$ cat config.mk
export PLATFORM = sky130hd
export DESIGN_NAME = clock_counter
export DESIGN_NICKNAME = d
export VERILOG_FILES = /design/src/rtl/clock_counter.sv
export SDC_FILE = /design/constraint.sdc
export NUM_CORES = 1
export LEC_CHECK = 0
export CAP_MARGIN = 20
export CORE_MARGIN = 4
export CORE_UTILIZATION = 52
export DETAILED_ROUTE_END_ITERATION = 10
export PLACE_DENSITY_LB_ADDON = 0.15
export RECOVER_POWER = 25
export SLEW_MARGIN = 20
export SYNTH_ARGS = -nofsm -noshare
export SYNTH_HDL_FRONTEND = slang
export SYNTH_SLANG_ARGS = --single-unit
$ cat constraint.sdc
create_clock -name i_clk -period 3.4 [get_ports i_clk]
set_input_delay 0.68 -clock i_clk [delete_from_list [all_inputs] [get_ports i_clk]]
set_output_delay 0.68 -clock i_clk [all_outputs]
set_load 0.03 [all_outputs]
$ cat src/rtl/clock_counter.sv
// clock_counter: timekeeping core of the digital clock.
// Holds seconds, minutes and hours as binary counts. Advances on the 1 Hz
// strobe while enabled, and supports button-driven setting on the set strobe.
//
// Optional feature: define CLOCK_12HR_EN for 12-hour mode (hours 1-12 with
// an active o_pm flag). Without it the clock runs 0-23 and o_pm stays 0.
//
// Ports:
//   i_clk          system clock
//   i_reset_n      asynchronous, active-low reset
//   i_en           run enable (gates 1 Hz counting only)
//   i_1hz_stb      single-cycle strobe, once per second
//   i_set_stb      single-cycle strobe at the set rate
//   i_set_hours    level, debounced "set hours" button
//   i_set_minutes  level, debounced "set minutes" button
//   o_seconds      seconds 0-59
//   o_minutes      minutes 0-59
//   o_hours        hours 0-23 (1-12 in 12-hour mode)
//   o_pm           PM flag (12-hour mode only)
//   o_rollover     one-cycle pulse on day wrap
module clock_counter #(
   parameter int unsigned RESET_HOURS   = 0,
   parameter int unsigned RESET_MINUTES = 0,
   parameter int unsigned RESET_SECONDS = 0
) (
   input  logic         i_clk,
   input  logic         i_reset_n,
   input  logic         i_en,
   input  logic         i_1hz_stb,
   input  logic         i_set_stb,
   input  logic         i_set_hours,
   input  logic         i_set_minutes,
   output logic [5:0]   o_seconds,
   output logic [5:0]   o_minutes,
   output logic [5:0]   o_hours,
   output logic         o_pm,
   output logic         o_rollover
);

   localparam int unsigned W = 6;

`ifdef CLOCK_12HR_EN
   localparam logic [W-1:0] HOURS_INIT = W'(12);
`else
   localparam logic [W-1:0] HOURS_INIT = W'(RESET_HOURS);
`endif
   localparam logic [W-1:0] MINUTES_INIT = W'(RESET_MINUTES);
   localparam logic [W-1:0] SECONDS_INIT = W'(RESET_SECONDS);

   typedef enum logic {
      RUN = 1'b0,
      SET = 1'b1
   } state_t;

   state_t         state, next_state;
   logic [W-1:0]   sec_q, min_q, hr_q;
   logic [W-1:0]   sec_n, min_n, hr_n;
   logic           pm_q, pm_n;
   logic           roll_q, roll_n;
   logic           set_active;
   logic [W-1:0]   hr_inc;
   logic           pm_inc;
   logic           day_wrap;

   assign set_active = i_set_hours | i_set_minutes;

   // State and time registers.
   always_ff @(posedge i_clk or negedge i_reset_n) begin
      if (!i_reset_n) begin
         state  <= RUN;
         sec_q  <= SECONDS_INIT;
         min_q  <= MINUTES_INIT;
         hr_q   <= HOURS_INIT;
         pm_q   <= 1'b0;
         roll_q <= 1'b0;
      end else begin
         state  <= next_state;
         sec_q  <= sec_n;
         min_q  <= min_n;
         hr_q   <= hr_n;
         pm_q   <= pm_n;
         roll_q <= roll_n;
      end
   end

   // Next state and next time values.
   always_comb begin
      next_state = state;
      sec_n      = sec_q;
      min_n      = min_q;
      hr_n       = hr_q;
      pm_n       = pm_q;
      roll_n     = 1'b0;

      // One-hour advance, shared by counting and setting.
`ifdef CLOCK_12HR_EN
      hr_inc   = (hr_q == W'(12)) ? W'(1) : hr_q + W'(1);
      pm_inc   = (hr_q == W'(11)) ? ~pm_q : pm_q;
      day_wrap = (hr_q == W'(11)) && pm_q;
`else
      hr_inc   = (hr_q == W'(23)) ? W'(0) : hr_q + W'(1);
      pm_inc   = 1'b0;
      day_wrap = (hr_q == W'(23));
`endif

      case (state)
         RUN:     if (set_active)  next_state = SET;
         SET:     if (!set_active) next_state = RUN;
         default: next_state = RUN;
      endcase

      // Behaviour follows the state being entered, so set levels win
      // over a coincident 1 Hz strobe on the very first edge.
      if (next_state == SET) begin
         sec_n = W'(0);
         if (i_set_stb) begin
            if (i_set_minutes)
               min_n = (min_q == W'(59)) ? W'(0) : min_q + W'(1);
            if (i_set_hours) begin
               hr_n = hr_inc;
               pm_n = pm_inc;
            end
         end
      end else if (i_en && i_1hz_stb) begin
         if (sec_q == W'(59)) begin
            sec_n = W'(0);
            if (min_q == W'(59)) begin
               min_n  = W'(0);
               hr_n   = hr_inc;
               pm_n   = pm_inc;
               roll_n = day_wrap;
            end else begin
               min_n = min_q + W'(1);
            end
         end else begin
            sec_n = sec_q + W'(1);
         end
      end
   end

   assign o_seconds  = sec_q;
   assign o_minutes  = min_q;
   assign o_hours    = hr_q;
   assign o_pm       = pm_q;
   assign o_rollover = roll_q;

endmodule

==> run summary, run 1 <==
The flow ran to the end, and the final reports show no timing, DRC or antenna violations. For the max-slew violation total from the final report, the log shows 0. Largest net degree at the start of global routing: 20. The number of standard cells in the layout, taps in and fillers out is 163. The share of the synthesized netlist area taken by xor and xnor gates was 0.7856%; the buffers inserted during post-CTS setup optimization was 0. After clock tree synthesis, the clock-pin slew on the worst setup and hold paths is 0.11 ns.

Hold repair after CTS inserted 0 buffers. The tools report the post-route setup TNS as 0 ns. Among all stages on the critical path, the largest delay is contributed by clkdlybuf4s50_1. For the finished layout, the period the worst path requires is 2.228 ns. Before antenna repair, the detailed router went through 4 iterations.

Dividing total power by cell area gives a power density of 651.7 nW/um2. The total wire length was 2.397 mm. Global routing consumed, over all layers together, 18.65% of the routing resources. The post-detailed-route via-to-cell ratio works out to 5.810. Multiplexer cells account for 5.275% of the synthesized area. The post-synthesis simple-gate area fraction was 27.38%; the final worst slack was 1.172 ns. The netlist area before placement was 1115 um2; the wire length per cell after detailed routing was 14.71 um. The switching share of total power is 43.03%.

During synthesis, Yosys emitted a total of 0 warnings. The number of register bits inferred by synthesis is 19. The overall die width was 54.30 um; the via count of the first global-routing pass was 876. The tools report the final number of hold-violating endpoints as 0. Walking the worst path, the cells encountered are clkdlybuf4s50_1. In this run the static leakage power is 0.5938 nW. The worst slack at placement is 0.8926 ns, and the level count of the clock H-tree is 1. The remaining antenna violation count after routing was 0; the number of buffers added by the clock tree synthesis step was 3. The leading cell type in the layout, fill and taps excluded is clkdlybuf4s50_1. Internal power comes to 0.5213 mW. The logs give 121 for the net count of the mapped netlist and 0 for the post-cts resize count. For this run, the register share of the synthesized area comes to 42.65%. For the part of the total power dissipated in combinational logic, the log shows 47.5%. The commonest register cell after synthesis was dfrtp_1. By area the synthesized netlist is led by dfrtp_1 43%, nand2_1 3.7%, ha_1 3.4%, nor2_1 3.4%, mux2_2 3.0%. After detailed routing, the number of remaining DRC violations is 0.

The tree is rooted in a clkbuf_4. The biggest area contributor in the post-synthesis netlist is dfrtp_1. Summed over all nets, the switching power comes to 0.3937 mW.

The initial antenna violation count came out at 0. The run gives 0.7659 as the placer congestion estimate. On the worst path, the slowest cell contributes a delay of 0.73 ns. The number of primary I/O pins is 27. STA puts the critical path data required time at 2.72 ns.

For this run the aggregate overflow at the end of global routing stands at 0. From synthesis to final layout, the design area changed by 25.93%. The capturing element type of the critical path was an output pin. The adder-cell share of the synthesized area is 3.367%. The routed layout has 947 vias. After legalization and detailed placement, the total HPWL measured 1.760 mm. Headroom to the max-slew limit came out at 42.10%.

The highest fanout seen on the critical path was 10; the proportion of synthesized flip-flops having asynchronous set or reset was 100.0%. The top cell type by area accounts for 42.65% of the synthesized area. Leaving out fill and tap cells, the most frequent cells in the layout are 24 x clkdlybuf4s50_1, 19 x dfrtp_1, 11 x nand2_1. Between clock sinks in the finished design, the worst skew comes to 0.002810 ns. Number of clock sinks: 19. Number of distinct library cell variants in the gate-level netlist after synthesis: 44.

TritonCTS built the clock tree. The maximum buffer depth of the clock tree was 2. The post-route worst hold slack is 0.5300 ns.

The number of placed instances, taps included, is 159. The maximum VDD drop is 0.5399 mV. Across the run, the number of max-cap violations was 0. Of the total power, registers draw 39.9%.

Setup repair after global routing left no endpoint under its margin. The initial utilization of the core area, before any placement, comes to 55.69%. The repair_antennas step left the layout with diodes totalling 0. The number of buffer and inverter instances along the worst setup path is 1. The signal arrival time at the worst endpoint is 1.55 ns, and the complex-gate fraction of the synthesized area is 17.62%. In the synthesized netlist, the number of instances is 111. The count of input and output buffers works out to 25. The die is 54.30 um tall.

The number of nets in the finished design is 147, and the source-to-sink clock delay at the later pin of the worst-skew pair is 0.30 ns. After floorplanning, the core was divided into 16 placement rows. The proportion of layout cells with a drive suffix above 1 is 13.24%. In this run, the number of DRC markers left after iteration 0 of detailed routing was 6. For the core footprint, the log shows 2002 um2. Post-layout utilization of the core: 70.13%. The critical path in this run is classified as register to output pin. The tools report the part of the total power dissipated in the clock network as 12.6%. The final setup violation count is 0, and the final period utilization is 65.53%. In this run the worst hold path is classified as register to register.

STA classifies the critical path startpoint as a register. The largest delay contributor family on the critical path was buffers and inverters. Highest clock frequency the design can meet: 0.4488 GHz. After synthesis, the largest family of logic cells by area is simple AND/OR/NAND/NOR gates.

Yosys mapped a number of flops with a built-in enable equal to 0. After synthesis, the mean cell area works out to 10.04 um2. For the pin with the worst max-slew slack, the measured transition is 0.8656 ns. The global-route wire length before repair came out at 3.836 mm.

The floorplan step defined a die boundary enclosing 2948 um2.
[stage by stage]
stage               cell area (um2)  total power [mW]
floorplan                      1115            0.6341
global placement               1378            0.7889
detailed placement             1378            0.8048
CTS                            1404            0.9214
global route                   1404            0.9677
finish                         1404            0.9149
[final timing paths]
check                              from      endpoint  slack (ns)  cells after the start
min                        o_seconds[5]  o_seconds[5]        0.53                      1
max reg2reg                o_seconds[0]  o_minutes[2]        1.48                      5
min reg2reg                o_seconds[5]  o_seconds[5]        0.53                      1
min in group asynchronous     i_reset_n  o_seconds[5]        0.93                      1
max                        o_minutes[3]  o_minutes[3]        1.17                      1
max in group asynchronous     i_reset_n    o_hours[0]        1.94                      1
[per-layer routing]
layer / global-route usage [%] / part of all wire [%] / wire length, um
met1: 21.71 / 45 / 1076
met2: 32.27 / 49 / 1167
met3: 2.452 / 4.1 / 98
met4: 11.20 / 2.3 / 54
met5: 0 / 0 / 0
[Yosys cell counts, types with 2 or more instances]
library cell,n
nand3_1,6
a21oi_1,4
o31ai_1,2
inv_1,2
a21o_1,2
nor2_1,10
and2_1,2
or2_2,2
dfrtp_1,19
and3b_2,2
nor3_1,3
ha_1,3
mux2_2,3
o22ai_1,2
a311oi_1,3
or3_1,2
buf_2,2
o211ai_1,2
o21ai_0,4
and3_1,2
nand2_1,11
[cell families (layout without fill, tap and decap cells)]
| group | Yosys count | after routing |
|---|---|---|
| adders and majority gates | 3 | 3 |
| xor gates and xnor gates | 1 | 1 |
| muxes | 5 | 5 |
| buffers and inverters | 6 | 31 |
| and+or+nand+nor | 51 | 51 |
| AOI/OAI and AO/OA | 25 | 25 |
| DFF | 19 | 19 |
| other | 1 | 1 |
[state kept, by name, summed over array words and instances, names as in the netlist]
signal and cells:
o_rollover 1, o_hours 6, o_seconds 6, o_minutes 6
[cell type report]
class                      instances  area [um2]
tap                               27       33.78
multi-input combinational         86       610.6
clock buffer                       4       26.28
inverter                           2       7.507
sequential                        19       475.5
fill                             163       598.1
timing repair buffer              25       250.2
[power groups by stage]
stage               logic, mW  registers (mW)  clock network [mW]
CTS                     0.438           0.364               0.119
global placement        0.427           0.362                   0
detailed placement      0.437           0.368                   0
floorplan               0.175           0.459                   0
finish                  0.435           0.365               0.115
global route            0.464           0.375               0.129
(Power assumes the default switching activity.)
==> run 2: changes to the inputs <==
- CORE_UTILIZATION: 52 -> 44
- clock period: 3.4 -> 1.84 ns (I/O delays scaled with it)
==> run summary, run 2 (synthesized netlist as in run 1, its figures left out) <==
The initial standard-cell utilization of the core was 48.08% (-7.6 points). For the number of buffers added by the clock tree synthesis step, the log shows 3 (unchanged). For the data required time at the worst endpoint, the log shows 1.47 ns (-1.25 ns). The area growth from synthesis to layout is 33.00%. Leaving out fill and tap cells, the most frequent cell in the layout is dfrtp_1. The run gives 27 (unchanged) as the number of primary I/O pins. The DRC violation count after routing was 0 (unchanged). Worst setup path category: register to output pin. The placer congestion estimate came out at 0.7734 (+0.98%).

The pin slew with the least headroom to its limit came out at 1.069 ns (+0.2037 ns). The run gives 0 ns (unchanged) as the post-route setup TNS. The wire length per cell after detailed routing works out to 15.38 um (+4.6%).

The run finished with clean final reports. The run gives 172 (+5.5%) as the number of standard cells in the layout, taps in and fillers out. Total wire length: 2.646 mm (+10%). The logs give 0 (unchanged) for the initial antenna violation count and 0 (unchanged) for the final global-route overflow total. For the signal arrival time at the worst endpoint, the log shows 1.39 ns (-0.16 ns). The run gives 1.977 mm (+12%) as the half-perimeter wire length of the detailed placement result. Maximum buffer depth of the clock tree: 2 (unchanged). The tools report the largest net degree at the start of global routing as 20 (unchanged). STA classifies the critical path startpoint as a register. The total power per unit cell area was 1150 nW/um2 (+76%); the maximum VDD drop was 0.8994 mV (+67%). The run gives 0.30 ns (about the same) as the source-to-sink clock delay at the later pin of the worst-skew pair. Switching share of total power: 43.31% (+0.28 points). The number of cells after detailed placement is 168 (+5.7%).

The worst relative slew slack is 28.71% (-13 points). TritonCTS built the clock tree. The tools report the part of the power in registers as 38.4% (-1.5 points). The post-detailed-route via-to-cell ratio was 5.640 (-2.9%); the met1 layer wirelength in the final routing was 1.140 mm (+5.9%). The run gives 17.15% (-1.5 points) as the all-layer global routing usage.

Internal portion of total power: 0.9669 mW (+85%). Leaving out fill and tap cells, the most frequent cells in the layout are 19 x dfrtp_1, 13 x clkdlybuf4s50_1, 11 x nand2_1. On the critical path, the stage with the largest delay is an instance of clkdlybuf4s50_1. The worst path uses 95.64% of the clock period. The largest incremental delay on the critical path is 0.69 ns (-0.04 ns).

The run gives 155 (+5.4%) as the number of nets in the finished design. The class of the worst hold path was register to register. Global-route wire length before repair: 4.554 mm (+19%).

The total number of vias is 970 (+2.4%), and the final setup violation count is 0 (unchanged). Proportion of layout cells with a drive suffix above 1: 17.36% (+4.1 points). The area enclosed by the die boundary was 3403 um2 (+15%); the number of clock sinks was 19 (unchanged). Number of design-rule violations left by the first detailed-router iteration: 26 (+20). The logs give 0 (unchanged) for the final number of hold-violating endpoints and 1448 um2 (+5.1%) for the area after detailed placement. The critical path starts at o_hours[1]. The run gives 1.705 mW (+86%) as the total power draw. The worst clock skew came out at 0.006294 ns (+0.003484 ns). The logs give 49.0% (+1.5 points) for the part of the total power dissipated in combinational logic and 0.7393 nW (+24%) for the leakage power summed over all cells. The number of violations of the max-capacitance limit is 0 (unchanged). The finished layout cell area came out at 1483 um2 (+5.6%).

Core footprint: 2318 um2 (+16%). The met2 routed wirelength is 1.326 mm (+14%), and the clock slew seen by the registers of the worst setup and hold paths is 0.11 ns (about the same). The buffers inserted during post-CTS setup optimization was 0 (unchanged); the total net switching power was 0.7386 mW (+88%). Among cell families on the critical path, the largest total delay comes from buffers and inverters. The part of the total power dissipated in the clock network is 12.6% (about the same). Startpoint of the most critical hold path: o_seconds[5]. The critical path goes through clkdlybuf4s50_1. STA classifies the critical path endpoint as an output pin.

The sum of met3 wire segment lengths after detailed routing was 140 um (+43%). Uppermost metal layer occupied by signal nets: met4. Setup repair after global routing left no endpoint under its margin. The via count of the first global-routing pass came out at 1018 (+16%).

The run gives 0 (unchanged) as the max-slew violation total from the final report. Overall die width: 58.34 um (+7.4%). Antenna diode count: 0 (unchanged). Post-route worst hold slack: 0.5230 ns (-0.006980 ns). The clock root buffer is clkbuf_4.

The die extent in y was 58.34 um (+7.4%); the highest fanout seen on the critical path was 4 (-6). The logs give 0 (unchanged) for the number of buffers inserted by hold repair at cts and 5 (+1) for the total iterations of the first detailed-routing run. The number of standard-cell rows in the floorplan is 17 (+1), and the highest clock frequency the design can meet is 0.5683 GHz.

The critical register-to-register path startpoint was o_seconds[0]. The level count of the clock H-tree is 1 (unchanged), and the count of input and output buffers is 25 (unchanged). The clock period could shrink to 1.760 ns. The number of buffer and inverter instances along the worst setup path was 1 (unchanged); the remaining antenna violation count after routing was 0 (unchanged).
==> run 2: cell types whose count changed in the layout (fill, tap and decap cells not counted), sizes merged <==
cell and delta:
clkdlybuf4s50 -11, buf +7, clkbuf +1, dlymetal6s2s +7, dlygate4sd2 +4
==> run 2: cell type report <==
| cell class | instances | area, um2 |
|---|---|---|
| Sequential cell | 19 | 475.5 |
| Timing Repair Buffer | 33 | 319.1 |
| Clock buffer | 4 | 26.28 |
| Tap cell | 28 | 35.03 |
| Inverter | 2 | 7.507 |
| Multi-Input combinational cell | 86 | 619.3 |
| Fill cell | 205 | 835.8 |
==> run 2: worst paths after layout <==
kind / to / slack (ns) / depth (start not counted)
min: o_seconds[5] / 0.52 / 1
min reg2reg: o_seconds[5] / 0.52 / 1
max in group asynchronous: o_minutes[3] / 0.44 / 2
max reg2reg: o_minutes[2] / 0.14 / 5
max: o_hours[1] / 0.08 / 1
min in group asynchronous: o_hours[1] / 0.77 / 2
==> run 2: worst register-to-register path, stage by stage, from the launching register on <==
cell and delay (ns):
dfrtp_1 0.44, ha_1 0.24, and3b_2 0.26, a31oi_4 0.19, nand2b_4 0.17, mux2_4 0.30
==> run 2: power groups by stage <==
| stage | logic, mW | clock network [mW] | registers, mW |
|---|---|---|---|
| 3_5_place_dp | 0.861 | 0 | 0.661 |
| 5_1_grt | 0.901 | 0.255 | 0.685 |
| 3_3_place_gp | 0.840 | 0 | 0.652 |
| 2_1_floorplan | 0.324 | 0 | 0.849 |
| 6_report | 0.837 | 0.215 | 0.654 |
| 4_1_cts | 0.848 | 0.228 | 0.653 |
==> run 2: per-stage QoR <==
stage,setup slack (ns),util (%)
6_report,0.08026,63.95
5_1_grt,0.001283,63.95
4_1_cts,0.01166,63.36
3_5_place_dp,-0.1375,62.44
3_3_place_gp,-0.07593,62.44
2_1_floorplan,0.01806,-
==> run 2: routing by layer <==
layer	GRT usage [%]	up-vias
li1	-	475
met1	21.60	462
met2	28.39	29
met3	3.289	4
met4	7.616	0
met5	0	-
==> run 2: repair_timing <==
| action | 4_1_cts | 5_1_grt |
|---|---|---|
| endpoints found under the setup margin | 4 | 7 |
| gates resized for setup | 4 | 7 |
| gates cloned | 0 | 0 |
==> run 3: changes to the inputs <==
- CELL_PAD_IN_SITES_DETAIL_PLACEMENT: not set -> 1
- CELL_PAD_IN_SITES_GLOBAL_PLACEMENT: not set -> 2
- CORE_UTILIZATION: 44 -> 27
==> run summary, run 3 (synthesized netlist as in run 1, its figures left out) <==
Class of the worst hold path: register to register. The logs give 27.87% (-20 points) for the initial standard-cell utilization of the core and 1.037 mW (+7.2%) for the internal portion of total power. The part of the power in registers is 37.9% (-0.5 points), and the wire length per cell after detailed routing is 15.25 um (-0.86%). Number of nets in the finished design: 156 (+0.65%). Setup repair after global routing left no endpoint under its margin. The flow ran to the end, and the final reports show no timing, DRC or antenna violations.

For the all-layer global routing usage, the log shows 12.07% (-5.1 points). Maximum buffer depth of the clock tree: 2 (unchanged). The proportion of layout cells with a drive suffix above 1 is 17.93% (+0.57 points). The slowest stage of the critical path belongs to the cell clkdlybuf4s50_1. The pin slew with the least headroom to its limit is 1.070 ns (+0.001148 ns), and the count of input and output buffers is 25 (unchanged).

The part of the total power dissipated in combinational logic was 45.7% (-3.3 points). The tools report the source-to-sink clock delay at the later pin of the worst-skew pair as 0.26 ns (-0.04 ns). The final number of hold-violating endpoints is 0 (unchanged), and the level count of the clock H-tree is 1 (unchanged). The number of buffer and inverter instances along the worst setup path was 1 (unchanged). The total power per unit cell area was 1167 nW/um2 (+1.4%). The logs give 5221 um2 (+53%) for the area enclosed by the die boundary and 0.7516 mW (+1.8%) for the total net switching power. Post-route worst hold slack: 0.5257 ns (+0.002636 ns). Final worst slack: 0.06022 ns (-0.02004 ns). The tools report the startpoint type of the worst setup path as a register. The number of design-rule violations left by the first detailed-router iteration is 37 (+42%), and the highest clock frequency the design can meet is 0.5619 GHz (-1.1%). Largest delay contributor family on the critical path: buffers and inverters.

The total number of vias was 978 (+0.82%). For the core footprint, the log shows 4000 um2 (+73%). The number of primary I/O pins is 27 (unchanged), and the global-route wire length before repair is 4.940 mm (+8.5%).

The tools report the initial antenna violation count as 0 (unchanged). The worst setup path is captured at an output pin. Relative to the synthesized area, the layout overhead comes to 37.49%.

The logs give 28.64% (-0.077 points) for the worst relative slew slack and 2.974 mm (+12%) for the total wire length. The tools report the number of clock sinks as 19 (unchanged). The post-route setup TNS is 0 ns (unchanged). The total iterations of the first detailed-routing run was 4 (-1); the highest fanout seen on the critical path was 6 (+2). The switching share of total power works out to 42.03% (-1.3 points). Clock root buffer: clkbuf_8.

The run gives 16.3% (+3.7 points) as the part of the total power dissipated in the clock network. TritonCTS built the clock tree. The overall die width is 72.26 um (+24%), and the worst slack at placement is -0.1335 ns (+0.004034 ns). The run gives 0.6914 nW (-6.5%) as the leakage power summed over all cells. The die extent in y is 72.26 um (+24%). The count of fill cells added during filler insertion is 461 (+120%), and the buffers inserted during post-CTS setup optimization is 0 (unchanged). The signal on the critical path passes through clkdlybuf4s50_1. The number of buffers added by the clock tree synthesis step was 3 (unchanged); the largest net degree at the start of global routing was 20 (unchanged).

The area taken by flip-flops and latches is 475.5 um2 (unchanged). The total power draw is 1.788 mW (+4.9%), and the via count of the first global-routing pass is 1027 (+0.88%). The run gives 619.3 um2 (unchanged) as the area of the multi-input gates. The half-perimeter wire length of the detailed placement result came out at 2.304 mm (+17%). In the layout the commonest cells are 19 x clkdlybuf4s50_1, 19 x dfrtp_1, 11 x nand2_1. The logs give 0.8076 (+4.4%) for the placer congestion estimate and 0 (unchanged) for the remaining antenna violation count after routing. The signal arrival time at the worst endpoint is 1.41 ns (+0.02 ns), and the final setup violation count is 0 (unchanged).

The tools report the antenna diode count as 0 (unchanged). The number of standard-cell rows in the floorplan is 23 (+6). The DRC violation count after routing came out at 0 (unchanged). For the worst-case register-to-register setup slack, the log shows 0.13 ns (about the same).

The final period demand of the worst path was 1.780 ns (+0.02004 ns). The worst setup path category was register to output pin. The max-slew violation total from the final report was 0 (unchanged); the largest incremental delay on the critical path was 0.71 ns (+0.02 ns). Worst clock skew: 0.007417 ns (+0.001123 ns).

The post-detailed-route via-to-cell ratio was 5.015 (-11%). The tools report the final global-route overflow total as 0 (unchanged). The clock slew seen by the registers of the worst setup and hold paths was 0.07 ns (-0.04 ns); the data required time at the worst endpoint was 1.47 ns (about the same). Maximum VDD drop: 0.5402 mV (-40%). The number of violations of the max-capacitance limit is 0 (unchanged), and the final period utilization is 96.73% (+1.1 points).
## run 3: cell types whose count changed in the layout (fill, tap and decap cells not counted)
cell,change
dlygate4sd2_1,-3
clkbuf_4,-3
clkbuf_8,+3
buf_4,+1
o311ai_0,-1
o311ai_1,+1
clkdlybuf4s50_1,+6
dlymetal6s2s_1,-3
## run 3: power groups by stage
| stage | registers, mW | logic [mW] | clock network [mW] |
|---|---|---|---|
| after detailed placement | 0.684 | 0.842 | 0 |
| after global routing | 0.705 | 0.880 | 0.321 |
| final | 0.678 | 0.818 | 0.292 |
| after floorplan | 0.849 | 0.324 | 0 |
| after global placement | 0.681 | 0.824 | 0 |
| after CTS | 0.680 | 0.837 | 0.305 |
## run 3: layout make-up
class | count | share of cell area [%]
timing repair buffer | 34 | 21.06
multi-input combinational | 86 | 40.41
clock buffer | 4 | 2.939
inverter | 2 | 0.4898
sequential | 19 | 31.02
tap | 50 | 4.082
## run 3: routing by layer
| layer | share of wire [%] | track usage [%] | routed length [um] |
|---|---|---|---|
| met4 | 0.81 | 3.132 | 24 |
| met5 | 0 | 0 | 0 |
| met3 | 5.8 | 3.324 | 173 |
| met2 | 45 | 19.01 | 1341 |
| met1 | 48 | 16.34 | 1434 |
## run 3: through the flow
step | utilization, % | std cells | instance area [um2]
after global placement | 37.07 | 191 | 1483
after global routing | 38.32 | 195 | 1533
after floorplan | - | 111 | 1124
after detailed placement | 37.07 | 191 | 1483
after CTS | 38.16 | 195 | 1526
final | 38.32 | 195 | 1533
## run 3: worst paths after layout
kind                                 to  depth (start not counted)          from
setup reg to reg           o_seconds[2]                          5  o_seconds[1]
min in group asynchronous  o_seconds[3]                          2     i_reset_n
hold reg to reg            o_seconds[5]                          1  o_seconds[5]
max in group asynchronous    o_hours[3]                          2     i_reset_n
hold / removal             o_seconds[5]                          1  o_seconds[5]
setup / recovery           o_seconds[4]                          1  o_seconds[4]
## run 3: repair_timing
action,in CTS,in global routing
endpoints found under the setup margin,1,5
hold buffers,0,0
resized for setup,1,5
hold endpoints to repair,0,0
